## config.mk

```make
export PLATFORM = sky130hd
export DESIGN_NAME = str_vga_sink_flat
export DESIGN_NICKNAME = d
export VERILOG_FILES = /design/src/rtl/str_vga_sink_if.sv /design/src/rtl/str_vga_sink.sv /design/src/flat_wrapper.sv
export SDC_FILE = /design/constraint.sdc
export NUM_CORES = 1
export LEC_CHECK = 0
export ABC_AREA = 1
export CORE_UTILIZATION = 52
export CTS_BUF_LIST = sky130_fd_sc_hd__clkbuf_8 sky130_fd_sc_hd__clkbuf_16
export DETAILED_ROUTE_END_ITERATION = 8
export HOLD_SLACK_MARGIN = 0.08
export PLACE_DENSITY = 0.85
export SKIP_CTS_REPAIR_TIMING = 1
export SLEW_MARGIN = 20
export SYNTH_ARGS = -nofsm -noshare
export SYNTH_HDL_FRONTEND = slang
export SYNTH_SLANG_ARGS = --single-unit
export TNS_END_PERCENT = 20
```

## constraint.sdc

```tcl
create_clock -name px_clk -period 3.61 [get_ports px_clk]
set_input_delay 0.5415 -clock px_clk [delete_from_list [all_inputs] [get_ports px_clk]]
set_output_delay 0.5415 -clock px_clk [all_outputs]
set_load 0.005 [all_outputs]
```

## src/rtl/str_vga_sink_if.sv

```systemverilog
// Stream VGA bus: packed timing/coordinate word plus the colour for the same pixel.
interface str_vga_sink_if #(
  parameter int CW = 4
);
  logic [22:0]     strVGA;
  logic [3*CW-1:0] rgb_in;

  modport master (output strVGA, output rgb_in);
  modport slave  (input  strVGA, input  rgb_in);
endinterface

```

## src/rtl/str_vga_sink.sv

```systemverilog
// Consumer end of the stream VGA bus: registers pin signals, blanks colour,
// and tracks timing continuity to report lock and violations.
module str_vga_sink #(
  parameter int   H_TOTAL   = 800,
  parameter int   V_TOTAL   = 525,
  parameter int   H_ACTIVE  = 640,
  parameter int   V_ACTIVE  = 480,
  parameter int   LOCK_FRMS = 2,
  parameter int   CW        = 4,
  parameter logic SYNC_IDLE = 1'b1
) (
  input  logic            px_clk,
  input  logic            reset,
  str_vga_sink_if.slave   bus,
  output logic [9:0]      x_px,
  output logic [9:0]      y_px,
  output logic            hsync_o,
  output logic            vsync_o,
  output logic [3*CW-1:0] rgb_o,
  output logic            locked,
  output logic            err,
  output logic [7:0]      err_cnt,
  output logic [15:0]     frame_cnt
);
  localparam int         FC_W     = $clog2(LOCK_FRMS + 1);
  localparam logic [9:0] H_LAST   = 10'(H_TOTAL - 1);
  localparam logic [9:0] V_LAST   = 10'(V_TOTAL - 1);
  localparam logic [9:0] H_TOT10  = 10'(H_TOTAL);
  localparam logic [9:0] V_TOT10  = 10'(V_TOTAL);
  localparam logic [9:0] H_ACT10  = 10'(H_ACTIVE);
  localparam logic [9:0] V_ACT10  = 10'(V_ACTIVE);
  localparam logic [FC_W-1:0] FC_LAST = FC_W'(LOCK_FRMS - 1);

  typedef enum logic [1:0] {SEARCH, ALIGN, LOCKED} state_t;

  state_t          state_reg, state_next;
  logic [FC_W-1:0] fc_reg, fc_next;
  logic            prev_valid_reg;

  logic            av_in, vs_in, hs_in;
  logic [9:0]      x_in, y_in;
  logic [9:0]      x_exp, y_exp;
  logic            range_bad, av_bad, cont_bad, viol, fs;
  logic [3*CW-1:0] rgb_gated;

  assign {av_in, vs_in, hs_in, y_in, x_in} = bus.strVGA;

  genvar gi;
  generate
    for (gi = 0; gi < 3; gi++) begin : g_chan
      assign rgb_gated[gi*CW +: CW] = av_in ? bus.rgb_in[gi*CW +: CW] : '0;
    end
  endgenerate

  // The registered coordinate outputs double as the previous-cycle position.
  always_comb begin
    x_exp = (x_px == H_LAST) ? 10'd0 : x_px + 10'd1;
    y_exp = y_px;
    if (x_px == H_LAST) begin
      y_exp = (y_px == V_LAST) ? 10'd0 : y_px + 10'd1;
    end
    range_bad = (x_in >= H_TOT10) || (y_in >= V_TOT10);
    av_bad    = av_in != ((x_in < H_ACT10) && (y_in < V_ACT10));
    cont_bad  = prev_valid_reg && ((x_in != x_exp) || (y_in != y_exp));
    viol      = range_bad || av_bad || cont_bad;
    fs        = (x_in == 10'd0) && (y_in == 10'd0);
  end

  always_ff @(posedge px_clk) begin
    if (reset) begin
      x_px           <= '0;
      y_px           <= '0;
      hsync_o        <= SYNC_IDLE;
      vsync_o        <= SYNC_IDLE;
      rgb_o          <= '0;
      err            <= 1'b0;
      err_cnt        <= '0;
      frame_cnt      <= '0;
      prev_valid_reg <= 1'b0;
    end else begin
      x_px           <= x_in;
      y_px           <= y_in;
      hsync_o        <= hs_in;
      vsync_o        <= vs_in;
      rgb_o          <= rgb_gated;
      err            <= viol;
      if (viol && (err_cnt != 8'hFF)) begin
        err_cnt <= err_cnt + 8'd1;
      end
      if (fs) begin
        frame_cnt <= frame_cnt + 16'd1;
      end
      prev_valid_reg <= 1'b1;
    end
  end

  always_ff @(posedge px_clk) begin
    if (reset) begin
      state_reg <= SEARCH;
      fc_reg    <= '0;
    end else begin
      state_reg <= state_next;
      fc_reg    <= fc_next;
    end
  end

  // A violation wins over a simultaneous frame start.
  always_comb begin
    state_next = state_reg;
    fc_next    = fc_reg;
    if (viol) begin
      state_next = SEARCH;
      fc_next    = '0;
    end else begin
      case (state_reg)
        SEARCH: begin
          if (fs) begin
            state_next = ALIGN;
            fc_next    = '0;
          end
        end
        ALIGN: begin
          if (fs) begin
            if (fc_reg == FC_LAST) begin
              state_next = LOCKED;
            end else begin
              fc_next = fc_reg + FC_W'(1);
            end
          end
        end
        LOCKED: begin
          state_next = LOCKED;
        end
        default: begin
          state_next = SEARCH;
          fc_next    = '0;
        end
      endcase
    end
  end

  always_comb begin
    locked = 1'b0;
    if (state_reg == LOCKED) begin
      locked = 1'b1;
    end
  end
endmodule

```

## src/flat_wrapper.sv

```systemverilog
// flat-port wrapper written by rule: the top's interface ports become plain ports
module str_vga_sink_flat 
#(
  parameter int   H_TOTAL   = 800,
  parameter int   V_TOTAL   = 525,
  parameter int   H_ACTIVE  = 640,
  parameter int   V_ACTIVE  = 480,
  parameter int   LOCK_FRMS = 2,
  parameter int   CW        = 4,
  parameter logic SYNC_IDLE = 1'b1
)
  (px_clk, reset, x_px, y_px, hsync_o, vsync_o, rgb_o, locked, err, err_cnt, frame_cnt, bus_strVGA, bus_rgb_in);
  str_vga_sink_if #(.CW(CW)) bus_i ();
  input  logic px_clk;
  input  logic reset;
  output logic [9:0] x_px;
  output logic [9:0] y_px;
  output logic hsync_o;
  output logic vsync_o;
  output logic [3*CW-1:0] rgb_o;
  output logic locked;
  output logic err;
  output logic [7:0] err_cnt;
  output logic [15:0] frame_cnt;
  input wire logic [$bits(bus_i.strVGA)-1:0] bus_strVGA;
  input wire logic [$bits(bus_i.rgb_in)-1:0] bus_rgb_in;
  assign bus_i.strVGA = bus_strVGA;
  assign bus_i.rgb_in = bus_rgb_in;
  str_vga_sink #(.H_TOTAL(H_TOTAL), .V_TOTAL(V_TOTAL), .H_ACTIVE(H_ACTIVE), .V_ACTIVE(V_ACTIVE), .LOCK_FRMS(LOCK_FRMS), .CW(CW), .SYNC_IDLE(SYNC_IDLE)) u_core (.px_clk(px_clk), .reset(reset), .bus(bus_i), .x_px(x_px), .y_px(y_px), .hsync_o(hsync_o), .vsync_o(vsync_o), .rgb_o(rgb_o), .locked(locked), .err(err), .err_cnt(err_cnt), .frame_cnt(frame_cnt));
endmodule
```

== Word-level counts from Yosys, hierarchy flattened ==
Cells that the tools add are included.
Word-level totals
  register bits after elaboration: 64
  input bits: 37
  output and inout port bits: 60
  logic and storage cells: 63
Cells by class
  $add $sub $neg: 5
  order comparisons: 4
  equal/unequal tests: 13
  multiplexer cells: 13
  bitwise gates (word level): 2
  reduce and logical (&&, ||, !) cells: 15
Operators with widths (count)
  two-way mux 10 bit: 3
  adder 10 x 1 -> 10 bit (second input constant): 2
  == test 10 bit (second input constant): 2
  >= comparator 10 bit (second input constant): 2
  logical NOT 10 bit: 2
  != test 10 bit: 2
  adder 16 x 1 -> 16 bit (second input constant): 1
  two-way mux 2 bit: 6
  case mux 2 bit (3 select lines): 2
  less-than comparator 10 bit (second input constant): 1
  less-than comparator 10 x 9 -> 1 bit (second input constant): 1
  adder 8 x 1 -> 8 bit (second input constant): 1
  != test 8 bit (second input constant): 1
  != test 2 x 1 -> 1 bit (second input constant): 3
  == test 2 x 1 -> 1 bit (second input constant): 2
  logical AND 1 bit: 4
  logical OR 1 bit: 4
  AND reduction 4 bit: 1
  OR reduction 2 bit: 2
  AND reduction 3 bit: 1
  adder 2 x 1 -> 2 bit (second input constant): 1
  == test 2 bit (second input constant): 1
  logical NOT 2 bit: 1
  two-way mux 1 bit: 2
  other kinds (3): 4

== Depth between registers and ports, before layout ==
  depth in word-level cells: 8
  gate-level depth with buffers: 20
  gate-level depth less buffers: 19

== Worst setup path after synthesis ==
OpenSTA, ideal clock, no wires.
  kind: flip-flop to flip-flop
  start point: register u_core.x_px[0]
  end point: register u_core.err_cnt[3]
  setup time: 0.115 ns
  arrival time: 2.073 ns
  required time: 3.495 ns
  slack: 1.422 ns
  cell stages (with the launch flop): 17
  path buffers: 2
  period minus slack after synthesis: 2.188 ns
  cell sequence: dfxtp_1 -> ha_1 -> nand2_2 -> nor2_8 -> nand3_4 -> buf_6 -> nand4_1 -> nand2_1 -> nor2_1 -> nand3_1 -> nor2_1 -> nand3_1 -> nand2_1 -> nand2_2 -> buf_6 -> a21oi_1 -> nor2_1
On the way
  word-level cells in the longest chain between the ends: 7
  elaborated cells on any way between the ends: 10
  classes of those cells: add/sub: 1; eq/ne: 3; mux: 2; reduce/logical: 4
Ends and longest elaborated chain
  start, declared: RTL line str_vga_sink.sv:15  | output logic [9:0] x_px,
  start signal, assigned: RTL line str_vga_sink.sv:81  | x_px <= x_in;
  adder 10 x 1 -> 10 bit / == test 10 bit (equally long branches): RTL line str_vga_sink.sv:57, str_vga_sink.sv:59
  two-way mux 10 bit (on tied branches): RTL line str_vga_sink.sv:57, str_vga_sink.sv:59
  != test 10 bit: RTL line str_vga_sink.sv:64  | cont_bad = prev_valid_reg && ((x_in != x_exp) || (y_in != y_exp));
  logical OR 1 bit (*): RTL line str_vga_sink.sv:64
  logical AND 1 bit (*): RTL line str_vga_sink.sv:64
  logical OR 1 bit (*): RTL line str_vga_sink.sv:65  | viol = range_bad || av_bad || cont_bad;
  logical AND 1 bit (*): RTL line str_vga_sink.sv:87  | if (viol && (err_cnt != 8'hFF)) begin
  end signal, assigned: RTL line str_vga_sink.sv:88  | err_cnt <= err_cnt + 8'd1;
  end, declared: RTL line str_vga_sink.sv:22  | output logic [7:0] err_cnt,
Every way passes the cells marked *; elsewhere a longest branch is shown, timed or not.
A chain may end at the register's enable or synchronous reset.

== Worst setup path in the final report ==
  start point: register u_core.x_px[0]
  end point: register u_core.err_cnt[0]
Same word-level chain as after synthesis.

==> impl_metrics.csv <==
group,metric,value,unit
grt,grt_use_total,27.54,%
synth,synth_seq_cells,64,
drt,ant_nets,0,
timing,tightest_slew,0.5296,ns
setup_path,crit_fanout,13,
drt,wl_per_cell,13.29,um
floorplan,chipHeight,84.59,um
drt,drt_iter0_markers,262,
timing,finalSetupTns,0,ns
synth,synth_area,3547,um^2
timing,rsz0062_at_grt,"no",
timing,hold_viol,0,
timing,final.min_clock_period,2.855,ns
status,status,"finished with violations",
clock_network,clockBufferDepth,2,
power,p_switching,0.4257,mW
placed_design,gp_congestion,0.9497,
setup_path,crit_type,"reg2reg",
grt,grt_pass1_vias,3577,
drt,drt_first_pass_iters,7,
synth,yosys-top-cells-area,"dfxtp_1 (36%), nand2_1 (14%), inv_1 (9.5%), nor2_1 (9.3%), nand3_1 (7.8%)",
placed_design,port_buffers,96,
power,comb_power_share,13.9,%
clock_network,clkTransAtPathRegs,0.08,ns
flow_run,maxCapViolations,0,
finish,drive_gt1_share,3.969,%
synth,yosysSeqAreaShare,36.12,%
placed_design,dpl.hpwl,7436,um
timing,slew_headroom,64.66,%
synth,synth_cells,550,
clock_network,cts_sinks,64,
power,vdd_ir_drop_max,0.2468,mV
setup_path,r2r-start,"u_core.x_px[0]$_SDFF_PP0_",
clock_network,cts_buffers,9,
timing,fin_worst_skew,0.01188,ns
power,pwr-share-seq,47.5,%
setup_path,rr_endpoint,"u_core.err_cnt[0]$_SDFFE_PP0P_",
power,p_sw_share,26.79,%
drt,post-route-drc-count,7,
grt,grt_max_degree,33,
finish,antenna_cells,0,
floorplan,start_util,54.92,%
drt,vias,3898,
synth,ys_types,33,
clock_network,insertion_delay,0.33,ns
synth,synth_warnings,0,
setup_path,startpoint,"u_core.x_px[0]$_SDFF_PP0_",
grt,grt_pass1_wl,15910,um
power,p_total,1.589,mW
finish,nets,696,
finish,areaGrowthSynthToFinish,34.29,%
power,p_int,1.164,mW
status,violations,"design-rule violations",
power,pwr-share-clk,38.6,%
drt,avgViaCountPerCell,5.325,
timing,slew_violations,0,
clock_network,htree_levels,3,
clock_network,cts_tree,"yes",
timing,fin_crit_sh,79.09,%
setup_path,cp-start-kind,"flip-flop",
floorplan,rows,29,
setup_path,r2r_slack,0.76,ns
finish,largest_reg_flops,16,
floorplan,io_pins,97,
floorplan,coreArea,6459,um^2
drt,drt-total-wl,9730,um
setup_path,reg2regPathDepth,17,
finish,reg_top3,"u_core.frame_cnt (16), u_core.rgb_o (12)",
clock_network,clock-root-buffer,"clkbuf_8",
power,pwr_density_cell,333.7,nW/um^2
setup_path,required,3.87,ns
setup_path,cp.arrival,3.11,ns
synth,synth_nets,596,
timing,setup-violations-final,0,
setup_path,critPathCapture,"u_core.err_cnt[0]$_SDFFE_PP0P_",
synth,synth_top_area_share,36.12,%
grt,antenna_found_initial,0,
floorplan,dieArea,7155,um^2
setup_path,end_kind,"flip-flop",
timing,fmax,0.3503,GHz
floorplan,die_width,84.59,um
grt,overflow,0,
min_path,min_path_type,"reg2reg",
synth,synth_top_cell_by_area,"dfxtp_1",
finish,regMostFlops,"u_core.frame_cnt",
power,p_leak,2.138,nW
synth,avgSynthCellArea,6.449,um^2
[per-layer routing]
| layer | up-vias | routed length, um | part of all wire (%) | track usage, % |
|---|---|---|---|---|
| met5 | - | 0 | 0 | 0 |
| met4 | 0 | 203 | 2.1 | 12.17 |
| met3 | 19 | 557 | 5.7 | 4.326 |
| met2 | 149 | 4918 | 51 | 49.30 |
| met1 | 1785 | 4051 | 42 | 32.46 |
| li1 | 1945 | - | - | - |
[critical path, cell delays in order, from the launching register on]
cell and delay [ns]:
dfxtp_1 0.41, ha_1 0.29, nand2_2 0.13, nor2_8 0.25
nand3_4 0.23, clkinv_2 0.19, nand3_1 0.10, nand3_1 0.08
nand2_1 0.06, nor2_1 0.13, nand2_1 0.09, nor2_1 0.09
nand3_1 0.07, nand2_1 0.12, nand2_2 0.17, nand2_1 0.18
nand2_1 0.08, a21oi_1 0.13
[logic make-up after synthesis]
kind of cell    synth area share (%)
simple gates                   38.87
buf+inv                        10.97
flops                          36.12
compound gates                 8.748
fa+ha+maj                      3.175
xor+xnor                       2.116
[synthesized netlist by cell type]
master     number
or2_2           2
nor3_1         10
xor2_1          5
ha_1            9
o21ai_2         1
xnor3_1         1
nand3_1        55
o21bai_1        2
nand4_1        15
o21ai_1         2
nor2_1         88
nand2_1       132
nand3b_1        2
buf_2           1
o2111ai_1       1
nor3b_1         1
and2_1          1
nor4_1          3
nand2_2         2
dfxtp_1        64
clkbuf_1        5
nand3_4         2
clkinv_2        1
nor2_2          1
nor2_8          1
o211ai_1        1
xnor2_1         1
inv_1          90
o21a_1          2
a211oi_1        4
o21ai_0        17
buf_6           2
a21oi_1        26
[area by class of cell]
cell class | count | area (um^2)
inverter | 91 | 342.8
clock buffer | 9 | 123.9
timing repair buffer | 97 | 968.4
sequential | 64 | 1281
fill | 527 | 1695
clock inverter | 7 | 73.82
multi-input combinational | 387 | 1877
tap | 77 | 96.34
[cell usage in the layout (no fill, tap or decap), types with 4 or more instances in the layout]
cell type,count
a21oi_1,26
nand4_1,15
nand2_1,132
clkdlybuf4s50_1,96
a211oi_1,4
ha_1,9
nor3_1,10
nor2_1,88
dfxtp_1,64
xor2_1,5
o21ai_0,17
clkbuf_8,9
inv_1,91
nand3_1,55
[worst min-delay path by stage]
stage | slack, ns | depth (start not counted) | to | startpoint
detailed placement | 0.46 | 2 | u_core.frame_cnt[15]$_SDFFE_PP0P_ | u_core.frame_cnt[15]$_SDFFE_PP0P_
CTS | 0.48 | 2 | u_core.frame_cnt[15]$_SDFFE_PP0P_ | u_core.frame_cnt[15]$_SDFFE_PP0P_
finish | 0.48 | 2 | u_core.frame_cnt[15]$_SDFFE_PP0P_ | u_core.frame_cnt[15]$_SDFFE_PP0P_
global route | 0.51 | 2 | u_core.frame_cnt[15]$_SDFFE_PP0P_ | u_core.frame_cnt[15]$_SDFFE_PP0P_
floorplan | 0.46 | 2 | u_core.frame_cnt[15]$_SDFFE_PP0P_ | u_core.frame_cnt[15]$_SDFFE_PP0P_
global placement | 0.46 | 2 | u_core.frame_cnt[15]$_SDFFE_PP0P_ | u_core.frame_cnt[15]$_SDFFE_PP0P_
[through the flow]
stage          hold WS (ns)  cell area (um^2)  utilization (%)  setup WS, ns  std cells
2_1_floorplan        0.4554              3547                -         1.422        550
3_3_place_gp         0.4566              4566            70.69        0.8750        716
6_report             0.4783              4763            73.75        0.7550        732
3_5_place_dp         0.4633              4566            70.69        0.6764        716
4_1_cts              0.4761              4763            73.75        0.7722        732
5_1_grt              0.5062              4763            73.75        0.4319        732
[power groups by stage]
stage | logic [mW] | clock network [mW] | registers (mW)
floorplan | 0.106 | 0 | 0.767
global placement | 0.217 | 0 | 0.770
detailed placement | 0.220 | 0 | 0.771
CTS | 0.221 | 0.616 | 0.754
global route | 0.245 | 0.657 | 0.758
finish | 0.221 | 0.613 | 0.755
(Power assumes the default switching activity.)
